<file path="config.mk">
export PLATFORM = sky130hd
export DESIGN_NAME = ifetch_queue
export DESIGN_NICKNAME = d
export VERILOG_FILES = /design/src/rtl/ifetch_queue.sv
export SDC_FILE = /design/constraint.sdc
export NUM_CORES = 1
export LEC_CHECK = 0
export BUFFER_PORTS_ARGS = -buffer_cell sky130_fd_sc_hd__buf_2
export CORE_MARGIN = 4
export CORE_UTILIZATION = 55
export CTS_BUF_LIST = sky130_fd_sc_hd__clkbuf_4 sky130_fd_sc_hd__clkbuf_8 sky130_fd_sc_hd__clkbuf_16
export DETAILED_ROUTE_END_ITERATION = 8
export PLACE_DENSITY = 0.89
export SLEW_MARGIN = 10
export SYNTH_ARGS = -nofsm -noshare
export SYNTH_HDL_FRONTEND = slang
export SYNTH_SLANG_ARGS = --single-unit
</file>
<file path="constraint.sdc">
create_clock -name clk -period 10.38 [get_ports clk]
set_input_delay 0.519 -clock clk [delete_from_list [all_inputs] [get_ports clk]]
set_output_delay 0.519 -clock clk [all_outputs]
set_load 0.05 [all_outputs]
</file>
<file path="src/rtl/ifetch_queue.sv">
// Instruction-fetch stage: owns the PC, reads a combinational ROM and buffers {pc, instr} in a 2-entry queue.
// Optional macro IFETCH_STATS_EN adds fetch/stall performance counters.
module ifetch_queue #(
  parameter logic [31:0] RESET_PC = 32'h0000_0000,
  parameter int unsigned ADDR_W   = 10
) (
  input  logic              clk,
  input  logic              rst,
  output logic [ADDR_W-1:0] rom_addr,
  input  logic [31:0]       rom_dout,
  input  logic              redirect_valid,
  input  logic [31:0]       redirect_pc,
  input  logic              halt,
  input  logic              id_ready,
  output logic              id_valid,
  output logic [31:0]       id_instr,
  output logic [31:0]       id_pc,
  output logic [31:0]       fetch_pc,
  output logic              halted
`ifdef IFETCH_STATS_EN
  ,
  output logic [31:0]       fetch_cnt,
  output logic [31:0]       stall_cnt
`endif
);

  logic [31:0] r_pc;
  logic [31:0] r_memPc    [2];
  logic [31:0] r_memInstr [2];
  logic        r_rdPtr;
  logic        r_wrPtr;
  logic [1:0]  r_count;
  logic        r_halted;

  logic        w_deq;
  logic        w_enq;
  logic        w_unused;

  // Redirect targets are word aligned, so the low bits are dropped on purpose.
  assign w_unused = ^redirect_pc[1:0];

  assign w_deq = (r_count != 2'd0) & id_ready;
  assign w_enq = !r_halted & !redirect_valid & ((r_count < 2'd2) | w_deq);

  always_ff @(posedge clk or posedge rst) begin
    if (rst) begin
      r_pc     <= RESET_PC;
      r_rdPtr  <= 1'b0;
      r_wrPtr  <= 1'b0;
      r_count  <= 2'd0;
      r_halted <= 1'b0;
      for (int i = 0; i < 2; i++) begin
        r_memPc[i]    <= 32'd0;
        r_memInstr[i] <= 32'd0;
      end
    end else begin
      r_halted <= r_halted | halt;
      // A redirect flushes the queue and swallows any dequeue in the same cycle.
      if (redirect_valid) begin
        r_pc    <= {redirect_pc[31:2], 2'b00};
        r_rdPtr <= 1'b0;
        r_wrPtr <= 1'b0;
        r_count <= 2'd0;
      end else begin
        if (w_enq) begin
          r_memPc[r_wrPtr]    <= r_pc;
          r_memInstr[r_wrPtr] <= rom_dout;
          r_wrPtr             <= ~r_wrPtr;
          r_pc                <= r_pc + 32'd4;
        end
        if (w_deq) begin
          r_rdPtr <= ~r_rdPtr;
        end
        unique case ({w_enq, w_deq})
          2'b10:   r_count <= r_count + 2'd1;
          2'b01:   r_count <= r_count - 2'd1;
          default: r_count <= r_count;
        endcase
      end
    end
  end

`ifdef IFETCH_STATS_EN
  logic [31:0] r_fetchCnt;
  logic [31:0] r_stallCnt;
  logic        w_stall;

  assign w_stall = !r_halted & !redirect_valid & !w_enq;

  always_ff @(posedge clk or posedge rst) begin
    if (rst) begin
      r_fetchCnt <= 32'd0;
      r_stallCnt <= 32'd0;
    end else begin
      if (w_enq) begin
        r_fetchCnt <= r_fetchCnt + 32'd1;
      end
      if (w_stall) begin
        r_stallCnt <= r_stallCnt + 32'd1;
      end
    end
  end

  assign fetch_cnt = r_fetchCnt;
  assign stall_cnt = r_stallCnt;
`endif

  // Decode sees only registered storage; nothing from the ROM reaches id_* combinationally.
  assign id_valid = (r_count != 2'd0);
  assign id_instr = id_valid ? r_memInstr[r_rdPtr] : 32'd0;
  assign id_pc    = id_valid ? r_memPc[r_rdPtr]    : 32'd0;
  assign rom_addr = r_pc[ADDR_W+1:2];
  assign fetch_pc = r_pc;
  assign halted   = r_halted;

endmodule

</file>
### Word level (Yosys, flattened, before mapping)

Cells that the tools add are included.

| storage, ports and cells | value |
|---|---|
| flip-flop bits (word level) | 165 |
| word-level logic and storage cells | 56 |

| cells by class | value |
|---|---|
| add/subtract/negate cells | 3 |
| $lt $le $gt $ge | 4 |
| equal/unequal tests | 2 |
| muxes and demuxes | 20 |
| bitwise operators | 10 |
| reductions and logical operators | 8 |

Operator list:

| operator | count |
|---|---|
| 2-to-1 mux 32 bit | 11 |
| bitwise mux 64 bit | 2 |
| adder 32 x 3 -> 32 bit (second input constant) | 1 |
| demux 32 bit (select 1 bit) | 1 |
| nonzero test 2 bit | 3 |
| greater-or-equal comparator 2 bit (second input constant) | 2 |
| 2-to-1 mux 1 bit | 4 |
| NOT 1 -> 2 bit | 2 |
| case mux 2 bit (2 select lines) | 1 |
| AND 1 bit | 3 |
| NOT 1 bit | 3 |
| nonzero test 3 bit | 1 |
| adder 2 x 1 -> 2 bit (second input constant) | 1 |
| equality test 2 x 1 -> 1 bit (second input constant) | 1 |
| equality test 2 bit (second input constant) | 1 |
| zero test 1 bit | 2 |
| < comparator 2 x 1 -> 1 bit (second input constant) | 1 |
| < comparator 2 bit (second input constant) | 1 |
| 2-to-1 mux 2 bit | 1 |
| bitwise OR 1 bit | 2 |
| AND reduction 2 bit | 1 |
| subtractor 2 x 1 -> 2 bit (second input constant) | 1 |
| logical AND 1 bit | 1 |

### Longest topological paths before layout

| logic depth | value |
|---|---|
| word-level depth | 7 |
| mapped depth | 7 |

### Worst setup path after synthesis

OpenSTA, ideal clock, no wires.

| timing path | value |
|---|---|
| kind | register to output |
| from | reg r_rdPtr |
| to | out id_instr[30] |
| arrival | 1.870 ns |
| setup slack | 7.991 ns |
| cell stages (with the launch flop) | 5 |
| buffers on the path | 2 |
| cell sequence | dfrtp_1 clkbuf_1 buf_1 mux2i_1 nor2_1 |

| on the way | value |
|---|---|
| longest elaborated chain between the ends | 5 |

RTL lines:

| what | RTL line | RTL |
|---|---|---|
| start, declared | 30 | `logic r_rdPtr;` |
| start signal, assigned | 72 | `r_rdPtr <= ~r_rdPtr;` |
| NOT 1 -> 2 bit (implied by the code) | 110 | `assign id_instr = id_valid ? r_memInstr[r_rdPtr] : 32'd0;` |
| 2-to-1 mux 32 bit (implied by the code) (3 in a row) | 110 |  |
| 2-to-1 mux 32 bit | 110 |  |
| end, declared | 16 | `output logic [31:0] id_instr,` |

Every way passes these cells. The select of a mux whose other input is x is not followed.

### Final worst setup path

| timing path | value |
|---|---|
| from | reg r_rdPtr |
| to | out id_pc[28] |

| on the way | value |
|---|---|
| longest elaborated chain between the ends | 5 |

RTL lines:

| what | RTL line | RTL |
|---|---|---|
| NOT 1 -> 2 bit (implied by the code) | 111 | `assign id_pc = id_valid ? r_memPc[r_rdPtr] : 32'd0;` |
| 2-to-1 mux 32 bit (implied by the code) (3 in a row) | 111 |  |
| 2-to-1 mux 32 bit | 111 |  |
| end, declared | 17 | `output logic [31:0] id_pc,` |

Every way passes these cells. The select of a mux whose other input is x is not followed.

==> flow_summary.yaml <==
outcome:
  status: "completed"
critical_path:
  required_ns: 9.86
  critPathSlowestCell: "dfrtp_4"
  crit_type: "flop to output port"
  cp.arrival_ns: 2.48
  cp-start-kind: "flop"
  critPathMaxStageDelay_ns: 0.81
  crit_family: "buffers and inverters"
  worstPathCellList: "buf_4, mux2i_1, nor2_1, buf_2"
  path_buf_inv: 2
  crit_fanout: 33
  crit_path_end_kind: "output port"
clock_tree:
  clkTransAtPathRegs_ns: 0.06
  cts_sinks: 159
  ctsHtreeMaxLevel: 4
  ctsHoldBuffers: 0
  post_cts_buffers: 0
  clock_latency_ns: 0.41
  cts_resized: 0
  cts_buffer_depth: 2
  cts_root_buffer: "clkbuf_16"
  cts_tree: "yes"
  cts-buffers-inserted: 17
synth:
  yosys.area.top_type_share: 0.523
  synth_cells: 640
  synth_flop_cell: "dfrtp_1"
  netlist_area_um2: 7600
  ys_seq_area_frac: 0.523
  ys_seq_elements: 159
  synth-edff-count: 0
  async_flop_share: 1.00
  synth.avg_cell_area_um2: 11.9
  synth_area_leader_cell: "dfrtp_1"
  ys_top_cells_by_area: "dfrtp_1 52%, mux2_2 19%, mux2i_1 8.3%, nor2_1 3.7%, nand2_1 2.2%"
  yosysWarnings: 0
  synth_cell_types: 38
global_route:
  grt_overflow: 0
  grt_pass1_vias: 5667
  grt_antenna_before_repair: 1
  grtUsageTotal: 0.221
  grt_pass1_wl_mm: 28.4
  grt_max_degree: 84
route:
  via_count: 5443
  ant_nets: 0
  drt_iter0_markers: 267
  drc: 0
  wl_per_cell_um: 17.6
  drt_wl_total_mm: 17.2
  viasPerCell: 5.58
  drtPass1Iterations: 4
timing:
  post-route-min-period_ns: 3.00
  final_hold_viol_count: 0
  rsz0062_at_grt: "false"
  worst_slew_pin_slew_ns: 1.01
  period_share: 0.289
  fin_skew_ns: 0.00811
  setup_viol_count_final: 0
  max_slew_margin: 0.329
  timing.fmax_mhz: 333
  tns_ns: 0
  report.final.slew_viol_count: 0
  holdWs_ns: 0.247
cells_and_area:
  final_common_cell: "buf_2"
  final_cell_mix: "170 x buf_2, 158 x dfrtp_1, 125 x mux2_2, 73 x nor2_1, 63 x mux2i_1"
  postLayoutCoreUtil: 0.684
  area_growth_pct: 20.6
  n_antenna_cell: 0
  final_nets: 857
  final_layout_size_suffix_gt1_frac: 0.431
floorplanning:
  die_h_um: 126
  placeableCoreArea_um2: 13400
  ios: 177
  fp.dieArea_um2: 15800
  fp.dieW_um: 126
  rows: 42
  start_util: 0.567
min_path:
  min_path_type: "primary input to async pin"
placed_design:
  routabilityCongestion: 0.763
  portBuffers: 170
  dp_hpwl_mm: 11.2
power:
  powerDensity_nw_per_um2: 171
  p_total_uw: 1570
  p_leak_uw: 0.00436
  peakVddDrop_mv: 0.123
flow_run:
  cap_viol_max_count: 0
[power by group]
part	leakage, µW	total (µW)	internal, µW	switching (µW)
sequential	0.00208	702	663	39.6
combinational	0.00195	168	60.9	107
clock	0.000325	699	462	237
total	0.00436	1570	1190	384
[per-layer routing]
layer,vias to the layer above,track usage,share of wire
met4,2,0.0714,0.014
met2,179,0.360,0.49
met3,26,0.0546,0.064
met5,-,0,0.00064
met1,2722,0.293,0.43
li1,2514,-,-
[cell usage after synthesis (all sizes together), types with 3 or more instances]
library cell	instances
and4	3
buf	31
clkbuf	19
dfrtp	159
inv	4
mux2	125
mux2i	63
nand2	45
nand3	11
nand3b	4
nand4	18
nor2	74
nor2b	3
nor3	6
nor4	6
o211ai	3
o21ai	25
xnor2	10
xor2	14
[path summary, 6_finish.rpt]
| check | endpoint | cells past startpoint | slack (ns) | start |
|---|---|---|---|---|
| max | id_pc[28] | 4 | 7.38 | r_rdPtr |
| min | r_memInstr[53] | 2 | 0.25 | rst |
| max reg2reg | r_memPc[21] | 4 | 7.57 | r_count[1] |
| min reg2reg | r_memPc[26] | 2 | 0.49 | r_memPc[26] |
| max in group asynchronous | r_memPc[30] | 3 | 8.66 | rst |
| min in group clk | halted | 2 | 0.29 | halt |
[registers in the layout (all words and copies together) (netlist names)]
register	cells
halted	1
r_memInstr	64
fetch_pc	30
r_count	2
r_rdPtr	1
r_wrPtr	1
r_memPc	60
[cell type report]
| class | count | area, µm² |
|---|---|---|
| Tap cell | 176 | 220 |
| Inverter | 4 | 20.0 |
| Sequential cell | 159 | 3980 |
| Timing Repair Buffer | 175 | 888 |
| Clock buffer | 23 | 502 |
| Multi-Input combinational cell | 430 | 3370 |
| Clock inverter | 9 | 178 |
| Fill cell | 995 | 4240 |
[through the flow]
stage / setup slack [ns] / area (µm²) / instances
after floorplan: 5.57 / 7610 / 643
after global placement: 7.39 / 8490 / 944
after detailed placement: 7.34 / 8490 / 944
after CTS: 7.35 / 9170 / 976
after global routing: 7.28 / 9170 / 976
final: 7.38 / 9170 / 976
[cell families (layout without fill, tap and decap cells)]
family,count (synthesis),in the layout,share of synthesized area
compound gates,33,33,0.0245
buf+inv,54,211,0.0369
xor+xnor,24,24,0.0277
simple gates,180,180,0.117
mux,188,188,0.268
fa+ha+maj,1,1,0.00165
other cells,1,4,0.000493
flops,159,159,0.523
Power figures use the tool's default switching activity.
